File: config.mk
export PLATFORM = sky130hd
export DESIGN_NAME = power_alu_seq
export DESIGN_NICKNAME = d
export VERILOG_FILES = /design/src/rtl/power_alu_seq.sv
export SDC_FILE = /design/constraint.sdc
export NUM_CORES = 1
export LEC_CHECK = 0
export CAP_MARGIN = 10
export CORE_ASPECT_RATIO = 1.2
export CORE_MARGIN = 3
export CORE_UTILIZATION = 53
export DETAILED_ROUTE_END_ITERATION = 16
export PLACE_DENSITY_LB_ADDON = 0.15
export REMOVE_ABC_BUFFERS = 1
export SLEW_MARGIN = 20
export SYNTH_ARGS = -nofsm -noshare
export SYNTH_HDL_FRONTEND = slang
export SYNTH_SLANG_ARGS = --single-unit
export TNS_END_PERCENT = 50
File: constraint.sdc
create_clock -name clk -period 4.3 [get_ports clk]
set_input_delay 0.86 -clock clk [delete_from_list [all_inputs] [get_ports clk]]
set_output_delay 0.86 -clock clk [all_outputs]
set_load 0.03 [all_outputs]
File: src/rtl/power_alu_seq.sv
// Registered power ALU with valid/ready handshake on both sides and C/Z/N/V flags.
// Define POWER_ALU_MUL_EN to turn opcode 1111 into a WIDTH-cycle shift-add multiplier.
module power_alu_seq #(
    parameter int WIDTH = 8
) (
    input  logic             clk,
    input  logic             rst,
    input  logic             in_valid,
    output logic             in_ready,
    input  logic [3:0]       op,
    input  logic [WIDTH-1:0] a,
    input  logic [WIDTH-1:0] b,
    output logic             out_valid,
    input  logic             out_ready,
    output logic [WIDTH-1:0] result,
    output logic [WIDTH-1:0] result_hi,
    output logic             flag_c,
    output logic             flag_z,
    output logic             flag_n,
    output logic             flag_v,
    output logic             err
);
    localparam logic [3:0] OP_INC  = 4'h0;
    localparam logic [3:0] OP_DEC  = 4'h1;
    localparam logic [3:0] OP_ADD  = 4'h2;
    localparam logic [3:0] OP_SUB  = 4'h3;
    localparam logic [3:0] OP_TRAN = 4'h4;
    localparam logic [3:0] OP_ONES = 4'h5;
    localparam logic [3:0] OP_AND  = 4'h6;
    localparam logic [3:0] OP_NAND = 4'h7;
    localparam logic [3:0] OP_OR   = 4'h8;
    localparam logic [3:0] OP_NOR  = 4'h9;
    localparam logic [3:0] OP_XOR  = 4'hA;
    localparam logic [3:0] OP_XNOR = 4'hB;
    localparam logic [3:0] OP_GT   = 4'hC;
    localparam logic [3:0] OP_LT   = 4'hD;
    localparam logic [3:0] OP_EQ   = 4'hE;

    logic             accept;
    logic             busy;
    logic             mul_start;
    logic             mul_done;
    logic             single_load;
    logic [WIDTH-1:0] mul_hi_next;
    logic [WIDTH-1:0] mul_lo_next;

    logic [WIDTH-1:0] opnd_b;
    logic [WIDTH:0]   add_res;
    logic [WIDTH:0]   sub_res;
    logic [WIDTH-1:0] nx_result;
    logic             nx_c;
    logic             nx_v;
    logic             nx_err;

    // INC/DEC share the adder/subtractor with a constant second operand
    always_comb begin
        opnd_b    = (op == OP_INC || op == OP_DEC) ? WIDTH'(1) : b;
        add_res   = {1'b0, a} + {1'b0, opnd_b};
        sub_res   = {1'b0, a} - {1'b0, opnd_b};
        nx_result = '0;
        nx_c      = 1'b0;
        nx_v      = 1'b0;
        nx_err    = 1'b0;
        case (op)
            OP_INC, OP_ADD: begin
                nx_result = add_res[WIDTH-1:0];
                nx_c      = add_res[WIDTH];
                nx_v      = (a[WIDTH-1] == opnd_b[WIDTH-1]) && (add_res[WIDTH-1] != a[WIDTH-1]);
            end
            OP_DEC, OP_SUB: begin
                nx_result = sub_res[WIDTH-1:0];
                nx_c      = sub_res[WIDTH];
                nx_v      = (a[WIDTH-1] != opnd_b[WIDTH-1]) && (sub_res[WIDTH-1] != a[WIDTH-1]);
            end
            OP_TRAN: nx_result = a;
            OP_ONES: nx_result = ~a;
            OP_AND:  nx_result = a & b;
            OP_NAND: nx_result = ~(a & b);
            OP_OR:   nx_result = a | b;
            OP_NOR:  nx_result = ~(a | b);
            OP_XOR:  nx_result = a ^ b;
            OP_XNOR: nx_result = ~(a ^ b);
            OP_GT:   nx_result = {{(WIDTH-1){1'b0}}, (a > b)};
            OP_LT:   nx_result = {{(WIDTH-1){1'b0}}, (a < b)};
            OP_EQ:   nx_result = {{(WIDTH-1){1'b0}}, (a == b)};
            default: nx_err    = 1'b1;
        endcase
    end

    assign in_ready = !busy && (!out_valid || out_ready) && !rst;
    assign accept   = in_valid && in_ready;

`ifdef POWER_ALU_MUL_EN
    // state  | meaning
    // S_IDLE | accepting operations; single-cycle ops complete here
    // S_MUL  | shift-add iterations, cnt = 0..WIDTH-1, input blocked
    localparam logic [3:0] OP_MUL = 4'hF;
    localparam int         CNT_W  = $clog2(WIDTH);

    typedef enum logic {S_IDLE, S_MUL} state_t;

    state_t           state;
    logic [CNT_W-1:0] cnt;
    logic [WIDTH-1:0] mcand;
    logic [WIDTH-1:0] prod_hi;
    logic [WIDTH-1:0] prod_lo;
    logic [WIDTH:0]   step_sum;

    assign busy        = (state == S_MUL);
    assign mul_start   = accept && (op == OP_MUL);
    assign mul_done    = (state == S_MUL) && (cnt == CNT_W'(WIDTH - 1));
    assign step_sum    = {1'b0, prod_hi} + (prod_lo[0] ? {1'b0, mcand} : {(WIDTH+1){1'b0}});
    assign mul_hi_next = step_sum[WIDTH:1];
    assign mul_lo_next = {step_sum[0], prod_lo[WIDTH-1:1]};

    always_ff @(posedge clk) begin
        if (rst) begin
            state   <= S_IDLE;
            cnt     <= '0;
            mcand   <= '0;
            prod_hi <= '0;
            prod_lo <= '0;
        end else begin
            case (state)
                S_IDLE: begin
                    if (mul_start) begin
                        state   <= S_MUL;
                        cnt     <= '0;
                        mcand   <= a;
                        prod_hi <= '0;
                        prod_lo <= b;
                    end
                end
                S_MUL: begin
                    prod_hi <= mul_hi_next;
                    prod_lo <= mul_lo_next;
                    if (mul_done) begin
                        state <= S_IDLE;
                        cnt   <= '0;
                    end else begin
                        cnt <= cnt + 1'b1;
                    end
                end
                default: state <= S_IDLE;
            endcase
        end
    end
`else
    assign busy        = 1'b0;
    assign mul_start   = 1'b0;
    assign mul_done    = 1'b0;
    assign mul_hi_next = '0;
    assign mul_lo_next = '0;
`endif

    assign single_load = accept && !mul_start;

    always_ff @(posedge clk) begin
        if (rst) begin
            out_valid <= 1'b0;
            result    <= '0;
            result_hi <= '0;
            flag_c    <= 1'b0;
            flag_z    <= 1'b0;
            flag_n    <= 1'b0;
            flag_v    <= 1'b0;
            err       <= 1'b0;
        end else if (single_load) begin
            out_valid <= 1'b1;
            result    <= nx_result;
            result_hi <= '0;
            flag_c    <= nx_c;
            flag_z    <= (nx_result == '0);
            flag_n    <= nx_result[WIDTH-1];
            flag_v    <= nx_v;
            err       <= nx_err;
        end else if (mul_done) begin
            out_valid <= 1'b1;
            result    <= mul_lo_next;
            result_hi <= mul_hi_next;
            flag_c    <= 1'b0;
            flag_z    <= ({mul_hi_next, mul_lo_next} == '0);
            flag_n    <= mul_hi_next[WIDTH-1];
            flag_v    <= 1'b0;
            err       <= 1'b0;
        end else if (out_ready) begin
            out_valid <= 1'b0;
        end
    end
endmodule

==> results <==
- The worst-case clock skew is 0.000253 ns.
- The global-route wire length before repair is 10.2 mm.
- The critical path is of the input port to flip-flop type.
- Summing every instance area after synthesis gives 0.00242 sq mm.
- STA classifies the critical path startpoint as an input port.
- Entering global routing, the biggest net connects 28 pins.
- The static power due to leakage is 0.00128 uW.
- The number of gates resized after cts is 0.
- The count of synthesis-stage warnings from yosys is 0.
- Buffers inserted to repair hold after CTS numbered 0.
- The fraction of final layout cells with drive strength greater than 1 is 0.0692.
- The first routing iteration left 171 violations.
- Measured along the x axis, the die boundary spans 67.7 um.
- The tool flagged a number of max-cap violations equal to 0.
- In this run the vertical extent of the chip is 80.0 um.
- The clock insertion delay at the later pin of the skew report is 0.24 ns.
- The final critical delay including setup and external delays is 3.59 ns.
- The initial utilization of the core area, before any placement, comes to 0.559.
- Signal routing reaches up to met4.
- The count of cells along the worst register-to-register path is 7.
- The worst supply voltage drop on vdd is 0.0725 mV.
- Across all setup checks in the final design, the least slack found is 0.707 ns.
- The number of standard-cell rows in the floorplan is 26.
- The critical path required time is 4.48 ns.
- The number of placed I/O pins is 47.
- The tree is rooted in a sky130_fd_sc_hd__clkbuf_8.
- The area enclosed by the die boundary is 0.00541 sq mm.
- The placed instances occupy a cell area of 0.00279 sq mm.
- For the pin with the worst max-slew slack, the measured transition is 0.577 ns.
- The multiplexer area fraction after synthesis is 0.0166.
- 0 antenna diodes ended up in the layout.
- The minimum setup slack among reg-to-reg paths is 2.61 ns.
- The proportion of synthesized flip-flops having asynchronous set or reset is 0.
- The setup TNS after final layout is 0 ns.
- The routed design uses 2.94 mm of met2 wire.
- In the post-synthesis netlist, the biggest area contributors are sky130_fd_sc_hd__ha_1, sky130_fd_sc_hd__dfxtp_1, sky130_fd_sc_hd__inv_1, sky130_fd_sc_hd__a21oi_1, sky130_fd_sc_hd__buf_4.
- Of the total synthesized cell area, the portion taken by AND, OR, NAND and NOR gates is 0.201.
- For this block, the via count after detailed routing is 2405.
- The quantity of I/O buffers inserted on ports is 38.
- The longest clock path from root to sink contains 2 buffers.
- Of the total synthesized cell area, the portion taken by XOR and XNOR cells is 0.0399.
- The final cycle utilization of the critical path is 0.835.
- For the worst setup path, the data arrival time is 3.78 ns.
- The TritonCTS clock tree is built.
- The number of pins exceeding their max-slew limit in the final report is 0.
- The endpoint of the lowest-slack register-to-register path is flag_z$_SDFFE_PP0P_.
- Once the clock tree was built, the setup fixing pass inserted 0 buffers.
- Setup violations remaining at the end of the flow were counted as 0.
- The number of distinct library cells after synthesis is 60.
- The detailed-router iteration count before antenna repair is 4.
- The mean instance size in the synthesized netlist is 7.67 sq um.
- In this run, synthesis inferred 0 flip-flops with an integrated enable.
- The worst hold path class is flip-flop to flip-flop.
- The launching element of the worst setup path is op[1].
- The power density of the placed cells is 196 mW/mm^2.
- The final-report hold violation count is 0.
- The post-CTS clock slew at the launch and capture registers of the worst setup and hold paths is 0.05 ns.
- The share of Yosys cell area claimed by the top area cell type is 0.217.
- The clock buffer count from CTS is 3.
- In the synthesized netlist the dominant register cell turns out to be sky130_fd_sc_hd__dfxtp_1.
- The number of nets still failing antenna checks after routing is 0.
- The total routed wirelength is 6.10 mm.
- At the end of routability-driven placement, the weighted congestion stood at 0.956.
- At the placement stage, the worst setup path has a slack of 0.456 ns.
- Timing would allow up to 278 MHz.
- Counting instances, the worst hold path has a depth of 2.
- The post-synthesis compound-gate area fraction is 0.272.
- The area of all placed cells without fillers is 0.00283 sq mm.
- The HPWL after detailed placement is 4.79 mm.
- After detailed routing, the met3 layer carries 333 um of wire.
- Setup repair after global routing left no endpoint under its margin.
- The post-synthesis adder-cell area fraction is 0.234.
- The all-layer global routing usage is 0.237.
- The number of remaining DRC errors is 0.
- The number of antenna violations at the first check in global routing was 0.
- The tightest slew margin relative to the limit is 0.616.
- The number of synthesized register bits is 13.
- The terminating pin of the worst hold path is result[1]$_SDFFE_PP0P_.
- The kind of end point of the critical path is a flip-flop.
- The source of the worst register-to-register timing path is out_valid$_SDFFE_PP0P_.
- Using the TritonRoute via totals, the vias-per-cell ratio works out to 5.97.
- Dividing the detail-routed wire length by the instance count gives 15.1 um.
- The area growth from synthesis to layout is 17.1%.
- The flow ran to the end, and the final reports show no timing, DRC or antenna violations.
- The routed length on met1 is 2.73 mm.
- The number of clock sinks seen by CTS is 13.
- The cell type contributing the most total cell area after synthesis is sky130_fd_sc_hd__ha_1.
- The total number of nets in the final design is 416.
- The number of levels the H-tree was split into is 1.
- The worst hold path begins at result[1]$_SDFFE_PP0P_.
- By area, the combinational part of the netlist is dominated by compound AO/OA/AOI/OAI gates.
- The placeable core region is 0.00433 sq mm.
- Global routing finished with a remaining overflow of 0.
- Of the synthesized area, sequential elements account for 0.108.
- Synthesis handed over a netlist of 315 instances.
- The via count of the first global-routing pass is 2265.
- The maximum fanout along the worst path is 3.
==> worst max-delay path by stage <==
stage | endpoint | slack [ns] | cells past startpoint
3_5_place_dp | flag_z$_SDFFE_PP0P_ | 0.46 | 12
6_report | flag_z$_SDFFE_PP0P_ | 0.71 | 12
5_1_grt | flag_z$_SDFFE_PP0P_ | 0.52 | 12
3_3_place_gp | flag_z$_SDFFE_PP0P_ | 0.46 | 13
4_1_cts | flag_z$_SDFFE_PP0P_ | 0.70 | 12
2_1_floorplan | flag_z$_SDFFE_PP0P_ | 0.97 | 11
==> metal layers <==
| metal | vias to the layer above | GRT usage |
|---|---|---|
| met2 | 80 | 0.398 |
| li1 | 1194 | - |
| met3 | 10 | 0.0113 |
| met1 | 1121 | 0.312 |
| met4 | 0 | 0.0892 |
| met5 | - | 0 |
==> power breakdown <==
part           leakage [uW]  internal, uW  total [uW]  switching, uW
Sequential         0.000107           130         135           4.48
Clock             0.0000228          65.3         106           40.5
Combinational       0.00115           132         315            183
Total               0.00128           328         556            228
==> worst max-delay path: stages <==
cell	delay (ns)
sky130_fd_sc_hd__clkdlybuf4s50_1	0.41
sky130_fd_sc_hd__or3_1	0.42
sky130_fd_sc_hd__nand2_1	0.15
sky130_fd_sc_hd__inv_1	0.09
sky130_fd_sc_hd__fa_1	0.40
sky130_fd_sc_hd__nor2b_1	0.15
sky130_fd_sc_hd__o311a_1	0.28
sky130_fd_sc_hd__o21bai_1	0.16
sky130_fd_sc_hd__a31oi_1	0.13
sky130_fd_sc_hd__xnor2_1	0.16
sky130_fd_sc_hd__a221oi_1	0.35
sky130_fd_sc_hd__a32o_2	0.22
==> logic make-up (layout without fill, tap and decap cells) <==
group,Yosys count,after routing
compound gates,92,92
xor+xnor,11,11
fa+ha+maj,44,44
buf+inv,61,86
flops,13,13
mux,4,4
other cells,1,8
simple gates,89,89
==> sequential cells by signal, indices dropped and copies added, names as in the netlist <==
register	flops
flag_v	1
flag_z	1
result	8
err	1
out_valid	1
flag_c	1
==> cell usage after synthesis, types with 2 or more instances <==
cell type                  instances
sky130_fd_sc_hd__a211o_1           3
sky130_fd_sc_hd__a211oi_1          2
sky130_fd_sc_hd__a21o_1            3
sky130_fd_sc_hd__a21oi_1          19
sky130_fd_sc_hd__a221o_1           4
sky130_fd_sc_hd__a221oi_1          7
sky130_fd_sc_hd__a22o_1            4
sky130_fd_sc_hd__a31oi_1           3
sky130_fd_sc_hd__a32oi_1           4
sky130_fd_sc_hd__and2b_1           2
sky130_fd_sc_hd__and3_1            2
sky130_fd_sc_hd__buf_1             2
sky130_fd_sc_hd__buf_2             5
sky130_fd_sc_hd__buf_4            11
sky130_fd_sc_hd__buf_6             4
sky130_fd_sc_hd__clkbuf_1          4
sky130_fd_sc_hd__dfxtp_1          13
sky130_fd_sc_hd__fa_1              2
sky130_fd_sc_hd__ha_1             42
sky130_fd_sc_hd__inv_1            34
sky130_fd_sc_hd__mux2i_1           4
sky130_fd_sc_hd__nand2_1          22
sky130_fd_sc_hd__nand2b_1          4
sky130_fd_sc_hd__nand2b_2          2
sky130_fd_sc_hd__nand3_1           7
sky130_fd_sc_hd__nand3b_1          6
sky130_fd_sc_hd__nand4_1           4
sky130_fd_sc_hd__nor2_1           17
sky130_fd_sc_hd__nor2b_1           3
sky130_fd_sc_hd__nor3_1            4
sky130_fd_sc_hd__nor4_1            4
sky130_fd_sc_hd__o21ai_0          14
sky130_fd_sc_hd__o21bai_1          3
sky130_fd_sc_hd__o221ai_1          7
sky130_fd_sc_hd__o22ai_1           4
sky130_fd_sc_hd__o31ai_1           4
sky130_fd_sc_hd__or2_2             3
sky130_fd_sc_hd__or3b_2            2
sky130_fd_sc_hd__xnor2_1           9
sky130_fd_sc_hd__xor2_1            2
==> cell type report <==
class / instances / area, sq um
multi-input cells: 248 / 1880
fillers: 396 / 1500
repair buffers: 47 / 448
flip-flops and latches: 13 / 260
inverters: 35 / 131
well taps: 56 / 70.1
clock buffers: 4 / 45.0
==> per-stage QoR <==
stage | hold slack (ns) | total power (uW) | cells | utilization
after floorplan | 0.583 | 337 | 296 | -
after global placement | 0.442 | 444 | 399 | 0.644
after detailed placement | 0.447 | 448 | 399 | 0.644
after CTS | 0.460 | 555 | 403 | 0.654
after global routing | 0.488 | 594 | 403 | 0.654
final | 0.457 | 556 | 403 | 0.654
==> cells in the final DEF, fill, tap and decap left out, types with 4 or more instances in the layout <==
cell type                         Yosys  routed
sky130_fd_sc_hd__inv_1               34      34
sky130_fd_sc_hd__a22o_1               4       4
sky130_fd_sc_hd__a221oi_1             7       7
sky130_fd_sc_hd__mux2i_1              4       4
sky130_fd_sc_hd__nor3_1               4       4
sky130_fd_sc_hd__xnor2_1              9       9
sky130_fd_sc_hd__a221o_1              4       4
sky130_fd_sc_hd__o221ai_1             7       7
sky130_fd_sc_hd__nand2_1             22      22
sky130_fd_sc_hd__nand4_1              4       4
sky130_fd_sc_hd__nand3_1              7       7
sky130_fd_sc_hd__o22ai_1              4       4
sky130_fd_sc_hd__buf_4               11       9
sky130_fd_sc_hd__a32oi_1              4       4
sky130_fd_sc_hd__nand3b_1             6       6
sky130_fd_sc_hd__clkdlybuf4s50_1      0      38
sky130_fd_sc_hd__a21oi_1             19      19
sky130_fd_sc_hd__conb_1               1       8
sky130_fd_sc_hd__dfxtp_1             13      13
sky130_fd_sc_hd__o21ai_0             14      14
sky130_fd_sc_hd__nor2_1              17      17
sky130_fd_sc_hd__nor4_1               4       4
sky130_fd_sc_hd__ha_1                42      42
sky130_fd_sc_hd__o31ai_1              4       4
sky130_fd_sc_hd__nand2b_1             4       4
No activity file was read; power rests on OpenSTA's default activity.
